File: config.mk
export PLATFORM = sky130hd
export DESIGN_NAME = rv_ifetch_buf
export DESIGN_NICKNAME = d
export VERILOG_FILES = /design/src/rtl/rv_ifetch_buf.sv
export SDC_FILE = /design/constraint.sdc
export NUM_CORES = 1
export LEC_CHECK = 0
export CAP_MARGIN = 10
export CORE_MARGIN = 10
export CORE_UTILIZATION = 40
export DETAILED_ROUTE_END_ITERATION = 7
export PLACE_DENSITY = 0.58
export SYNTH_ARGS = -nofsm -noshare
export SYNTH_HDL_FRONTEND = slang
export SYNTH_SLANG_ARGS = --single-unit
File: constraint.sdc
create_clock -name clk -period 3.95 [get_ports clk]
set_input_delay 0.79 -clock clk [delete_from_list [all_inputs] [get_ports clk]]
set_output_delay 0.79 -clock clk [all_outputs]
set_load 0.1 [all_outputs]
File: src/rtl/rv_ifetch_buf.sv
// Instruction prefetch buffer: fetches sequentially ahead over req/gnt/rvalid and hands tagged words to the core.
// Optional FETCH_PERF_EN adds saturating stall/drop counters (perf_stall_o, perf_drop_o).
module rv_ifetch_buf #(
    parameter int                ADDR_W   = 32,
    parameter int                DATA_W   = 32,
    parameter int                DEPTH    = 4,
    parameter logic [ADDR_W-1:0] RESET_PC = '0
) (
    input  logic              clk,
    input  logic              rst,
    input  logic              redirect_i,
    input  logic [ADDR_W-1:0] redirect_addr_i,
    output logic              inst_valid_o,
    output logic [DATA_W-1:0] inst_o,
    output logic [ADDR_W-1:0] inst_addr_o,
    input  logic              inst_ready_i,
    output logic              mem_req_o,
    output logic [ADDR_W-1:0] mem_addr_o,
    input  logic              mem_gnt_i,
    input  logic              mem_rvalid_i,
    input  logic [DATA_W-1:0] mem_rdata_i
`ifdef FETCH_PERF_EN
   ,output logic [31:0]       perf_stall_o,
    output logic [31:0]       perf_drop_o
`endif
);

    localparam int                PW        = $clog2(DEPTH);
    localparam int                CW        = PW + 1;
    localparam logic [CW:0]       DEPTH_SUM = (CW+1)'(DEPTH);
    localparam logic [CW-1:0]     DEPTH_CNT = CW'(DEPTH);
    localparam logic [CW-1:0]     C_ONE     = CW'(1);
    localparam logic [PW-1:0]     P_ONE     = PW'(1);
    localparam logic [ADDR_W-1:0] PC_INC    = ADDR_W'(DATA_W / 8);

    logic [DATA_W-1:0] data_q [DEPTH];
    logic [ADDR_W-1:0] addr_q [DEPTH];
    logic [PW-1:0]     rd_ptr_q;
    logic [PW-1:0]     wr_ptr_q;
    logic [CW-1:0]     count_q;
    logic [CW-1:0]     outstanding_q;
    logic [CW-1:0]     drop_q;
    logic [ADDR_W-1:0] fetch_pc_q;
    logic [ADDR_W-1:0] resp_pc_q;

    logic [CW:0]       credit_used;
    logic              grant;
    logic              push;
    logic              pop;
    logic              fifo_empty;

    // Credit covers both buffered and in-flight words, so every response has a slot.
    assign credit_used  = {1'b0, count_q} + {1'b0, outstanding_q};
    assign mem_req_o    = !rst && !redirect_i && (credit_used < DEPTH_SUM);
    assign mem_addr_o   = rst ? RESET_PC : fetch_pc_q;
    assign grant        = mem_req_o && mem_gnt_i;

    assign fifo_empty   = (count_q == '0);
    assign inst_valid_o = !rst && !fifo_empty && !redirect_i;
    assign inst_o       = (rst || fifo_empty) ? '0 : data_q[rd_ptr_q];
    assign inst_addr_o  = (rst || fifo_empty) ? '0 : addr_q[rd_ptr_q];

    assign pop          = inst_valid_o && inst_ready_i;
    assign push         = !rst && mem_rvalid_i && !redirect_i && (drop_q == '0);

    always_ff @(posedge clk) begin
        if (rst) begin
            rd_ptr_q      <= '0;
            wr_ptr_q      <= '0;
            count_q       <= '0;
            outstanding_q <= '0;
            drop_q        <= '0;
            fetch_pc_q    <= RESET_PC;
            resp_pc_q     <= RESET_PC;
        end else if (redirect_i) begin
            // Everything still in flight belongs to the old stream; no grant can happen this cycle.
            rd_ptr_q   <= '0;
            wr_ptr_q   <= '0;
            count_q    <= '0;
            fetch_pc_q <= redirect_addr_i;
            resp_pc_q  <= redirect_addr_i;
            if (mem_rvalid_i) begin
                outstanding_q <= outstanding_q - C_ONE;
                drop_q        <= outstanding_q - C_ONE;
            end else begin
                drop_q        <= outstanding_q;
            end
        end else begin
            if (grant) begin
                fetch_pc_q <= fetch_pc_q + PC_INC;
            end

            case ({grant, mem_rvalid_i})
                2'b10:   outstanding_q <= outstanding_q + C_ONE;
                2'b01:   outstanding_q <= outstanding_q - C_ONE;
                default: outstanding_q <= outstanding_q;
            endcase

            if (mem_rvalid_i && (drop_q != '0)) begin
                drop_q <= drop_q - C_ONE;
            end

            if (push) begin
                wr_ptr_q  <= wr_ptr_q + P_ONE;
                resp_pc_q <= resp_pc_q + PC_INC;
            end

            if (pop) begin
                rd_ptr_q <= rd_ptr_q + P_ONE;
            end

            case ({push, pop})
                2'b10:   count_q <= count_q + C_ONE;
                2'b01:   count_q <= count_q - C_ONE;
                default: count_q <= count_q;
            endcase
        end
    end

    always_ff @(posedge clk) begin
        if (push) begin
            data_q[wr_ptr_q] <= mem_rdata_i;
            addr_q[wr_ptr_q] <= resp_pc_q;
        end
    end

    always_ff @(posedge clk) begin
        if (!rst) begin
            assert (credit_used <= DEPTH_SUM);
            assert (!(push && (count_q == DEPTH_CNT)));
        end
    end

`ifdef FETCH_PERF_EN
    logic discard;

    assign discard = !rst && mem_rvalid_i && (redirect_i || (drop_q != '0));

    always_ff @(posedge clk) begin
        if (rst) begin
            perf_stall_o <= '0;
            perf_drop_o  <= '0;
        end else begin
            if (inst_ready_i && !inst_valid_o && !redirect_i && (perf_stall_o != '1)) begin
                perf_stall_o <= perf_stall_o + 32'd1;
            end
            if (discard && (perf_drop_o != '1)) begin
                perf_drop_o <= perf_drop_o + 32'd1;
            end
        end
    end
`else
    // Without the counters, discarded responses and stall cycles are not observed.
`endif

endmodule

==> flow_results.org <==
** Status
- The flow ran to the end, and the final reports show no timing, DRC or antenna violations.

** Timing
- Final hold violation count :: 0
- The worst path uses 81.1% of the clock period.
- Headroom to the max-slew limit came out at 29.0%.
- Sum Neg Setup Slack :: 0 ps
- Count of endpoints failing setup in the final report :: 0
- At the pin with the least slew margin, the transition time is 1070 ps.
- Worst clock skew :: 12.8 ps
- Upper clock frequency limit :: 312 MHz
- The number of max-slew violations in the final report is 0.
- Time the worst path needs with I/O delays and setup :: 3200 ps
- Unrepaired setup endpoints after global routing :: no

** Die
- After floorplanning, the core was divided into 68 placement rows.
- Die height :: 208 um
- In this run the horizontal extent of the chip is 208 um.
- During I/O placement, the number of pins put on the boundary was 168.
- The floorplan step defined a die boundary enclosing 0.0435 mm^2.
- Core Region :: 0.0348 mm^2
- Once the floorplan was initialized, standard cells occupied 40.8% of the core.

** Finish
- Register Area :: 0.00927 mm^2
- Fin cells :: 1641
- The repair_antennas step left the layout with diodes totalling 0.
- Area taken by multi-input logic gates :: 0.00465 mm^2
- The top cell types in the final layout, fill and taps aside, are sky130_fd_sc_hd__edfxtp_1, sky130_fd_sc_hd__nor2b_1, sky130_fd_sc_hd__dfxtp_1, sky130_fd_sc_hd__buf_12, sky130_fd_sc_hd__clkdlybuf4s50_1.
- Post-layout nets :: 1243
- Ratio of cells with drive above 1 in the final layout :: 21.3%
- Number of inserted filler cells in the final layout :: 2895
- Layout Area Growth over Synthesis :: 28.6%
- Most common library cell in the layout ignoring fill and taps :: sky130_fd_sc_hd__edfxtp_1

** Yosys
- Synthesis instantiated 58 different standard cells from the library.
- Post-synthesis instance total :: 987
- The top cell type by area accounts for 54.1% of the synthesized area.
- Post-synthesis net count :: 1071
- In this run the cell area of the synthesized design comes to 0.0142 mm^2.
- Leading area contributor after synthesis :: sky130_fd_sc_hd__edfxtp_1
- The Yosys step of the flow raised 0 warnings.
- Avg Inst Size Synth :: 14.4 um^2
- The synthesized design contains 256 enable-type register cells.
- The share of the Yosys chip area taken by registers is 65.2%.
- For this run, the leading register cell type out of synthesis is sky130_fd_sc_hd__edfxtp_1.
- After synthesis, the cell types taking the most area are sky130_fd_sc_hd__edfxtp_1, sky130_fd_sc_hd__dfxtp_1, sky130_fd_sc_hd__mux4_2, sky130_fd_sc_hd__nor2b_1, sky130_fd_sc_hd__nand2_1.
- Counting flops with an async set or reset pin after synthesis yields a share of 0%.
- FF+latch count, synth :: 335

** Detailed routing
- For this run, design rule violations remaining after detail routing come to 0.
- In the final routed layout, each cell accounts on average for 20.0 um.
- Post-route ant nets :: 0
- Detailed Route Iter0 Violations :: 562
- Using the TritonRoute via totals, the vias-per-cell ratio works out to 5.32.
- DR pass1 iterations :: 5
- Vias :: 8736
- For this block, the routed nets add up to 32900 um of wire.

** Pwr
- Reported net switching power :: 1.74 mW
- Clock power share :: 42.6%
- The internal portion of the total power is 6.14 mW.
- Combinational cell fraction of total power :: 7.1%
- Total power per unit cell area :: 431 mW/mm^2
- In this run the static leakage power is 5.97 nW.
- Total power :: 7.87 mW
- Share of power burned in registers :: 50.3%
- Net switching is 22.0% of the power.
- Across the VDD grid, the largest voltage drop is 260 uV.

** Global routing
- Global routing used 3.68% of the available met3 tracks.
- The first global-routing pass estimated 52200 um of wire.
- Vias in the first global route :: 8822
- Maximum number of pins on one net before global-route repair :: 88
- Global routing consumed, on the met2 layer, 21.9% of the routing resources.
- met2 is the most crowded layer.
- The initial antenna violation count came to 0.
- Met1 capacity usage during global routing :: 21.4%
- Aggregate global-route resource usage :: 14.8%
- Global routing finished with a remaining overflow of 0.

** Worst setup path
- Capturing element type of the critical path :: output pin
- The worst setup path is launched from an input port.
- Data arrives at the worst endpoint at 2410 ps.
- Crit-path slowest cell :: sky130_fd_sc_hd__clkdlybuf4s50_1
- CP max stage delay :: 510 ps
- The signal on the critical path passes through clkdlybuf4s50_1 -> or2_2 -> buf_4 -> nor3_2 -> buf_12.
- Peak fanout along the critical path :: 8
- Type of the setup path with the least slack :: input port to output pin
- Required @ worst endpoint :: 3160 ps

** Clocking
- Clk sink count :: 335
- Clk Latency, worst-skew pair :: 520 ps
- Clock slew at the register clock pins of the worst setup and hold paths :: 60 ps
- Counting along the longest clock path gives a buffer depth of 3.
- TritonCTS built the clock tree.
- Number of resized instances in the post-cts repair step :: 0
- Buffers added to address setup during post-CTS repair amount to 0.
- H-tree levels :: 2
- Cts hold-fix bufs :: 0
- Number of buffers created by CTS :: 37
- In this run the clock root is driven by a sky130_fd_sc_hd__clkbuf_16.

** Placement
- Number of placed instances, taps included :: 1575
- Post-detailed-placement half-perimeter wirelength :: 20900 um
- In this run the tool buffered the top-level ports with 167 buffer cells.
- Final weighted congestion of routability-driven global placement :: 0.849

** Run
- Across the run, the number of max-cap violations was 0.

** Min path
- In this run the worst hold path is classified as register to register.
-- worst max-delay path, delay by kind of cell --
kind                   cells  cell delay (ps)
and+or+nand+nor            2              680
buffers and inverters      3              930
-- cells in the mapped netlist (all sizes together) (2+ instances only) --
cell type	number
and4	5
a311o	2
nand3	25
o21ai	22
nor4bb	2
nor2	53
a21boi	8
o21bai	2
clkbuf	43
nand4b	2
edfxtp	256
and3	11
mux2i	2
a41oi	7
a31oi	27
or4b	3
dfxtp	79
o311ai	4
xnor2	23
inv	16
a21oi	27
or3	9
nor2b	94
or4	7
a211oi	15
buf	16
nor3	10
and2	11
nor4	7
ha	13
nand3b	4
mux4	64
or2	3
nand2	63
nand4	15
xor2	16
a311oi	5
-- flip-flops by register name (all words and copies together) (netlist names), named ones only --
register       cells
rd_ptr_q           2
fetch_pc_q        32
resp_pc_q         32
addr_q           128
wr_ptr_q           2
count_q            3
drop_q             3
outstanding_q      3
data_q           128
-- logic make-up after synthesis --
group | after synthesis | synth area share (%)
DFF | 335 | 65.2
AOI/OAI and AO/OA | 127 | 5.82
xor gates and xnor gates | 39 | 2.40
muxes | 67 | 10.4
buffers and inverters | 76 | 2.13
and+or+nand+nor | 329 | 12.8
adders and majority gates | 14 | 1.29
-- metrics by stage --
step,utilization (%),setup slack (ps),cell area (um^2),hold slack (ps)
after floorplan,-,123,14200,432
final,52.5,748,18300,460
after CTS,52.5,679,18300,458
after global placement,49.1,562,17100,445
after global routing,52.5,555,18300,484
after detailed placement,49.1,545,17100,448
-- power groups by stage --
stage	clock [mW]	combinational [mW]	sequential, mW
after floorplan	0	0.358	4.00
after global placement	0	0.558	4.03
after detailed placement	0	0.560	4.03
after CTS	3.44	0.563	3.96
after global routing	3.59	0.604	3.97
final	3.35	0.557	3.96
-- area by class of cell --
class / instances / area share, %
Tap cell: 455 / 3.12
Sequential cell: 335 / 50.8
Clock inverter: 11 / 0.733
Timing Repair Buffer: 192 / 13.8
Clock buffer: 55 / 5.78
Multi-Input combinational cell: 576 / 25.4
Inverter: 17 / 0.349
-- path summary, 6_finish.rpt --
path,start,end,slack (ps),cells past startpoint
min reg2reg,fetch_pc_q[0],fetch_pc_q[0],460,2
min,fetch_pc_q[0],fetch_pc_q[0],460,2
max,redirect_i,mem_req_o,750,5
max reg2reg,count_q[2],fetch_pc_q[29],1270,5
-- per-layer routing --
layer	part of all wire [%]	wire, um
met5	0	0
met4	1.3	416
met3	6.9	2270
met2	44	14400
met1	48	15800
(Power assumes the default switching activity.)
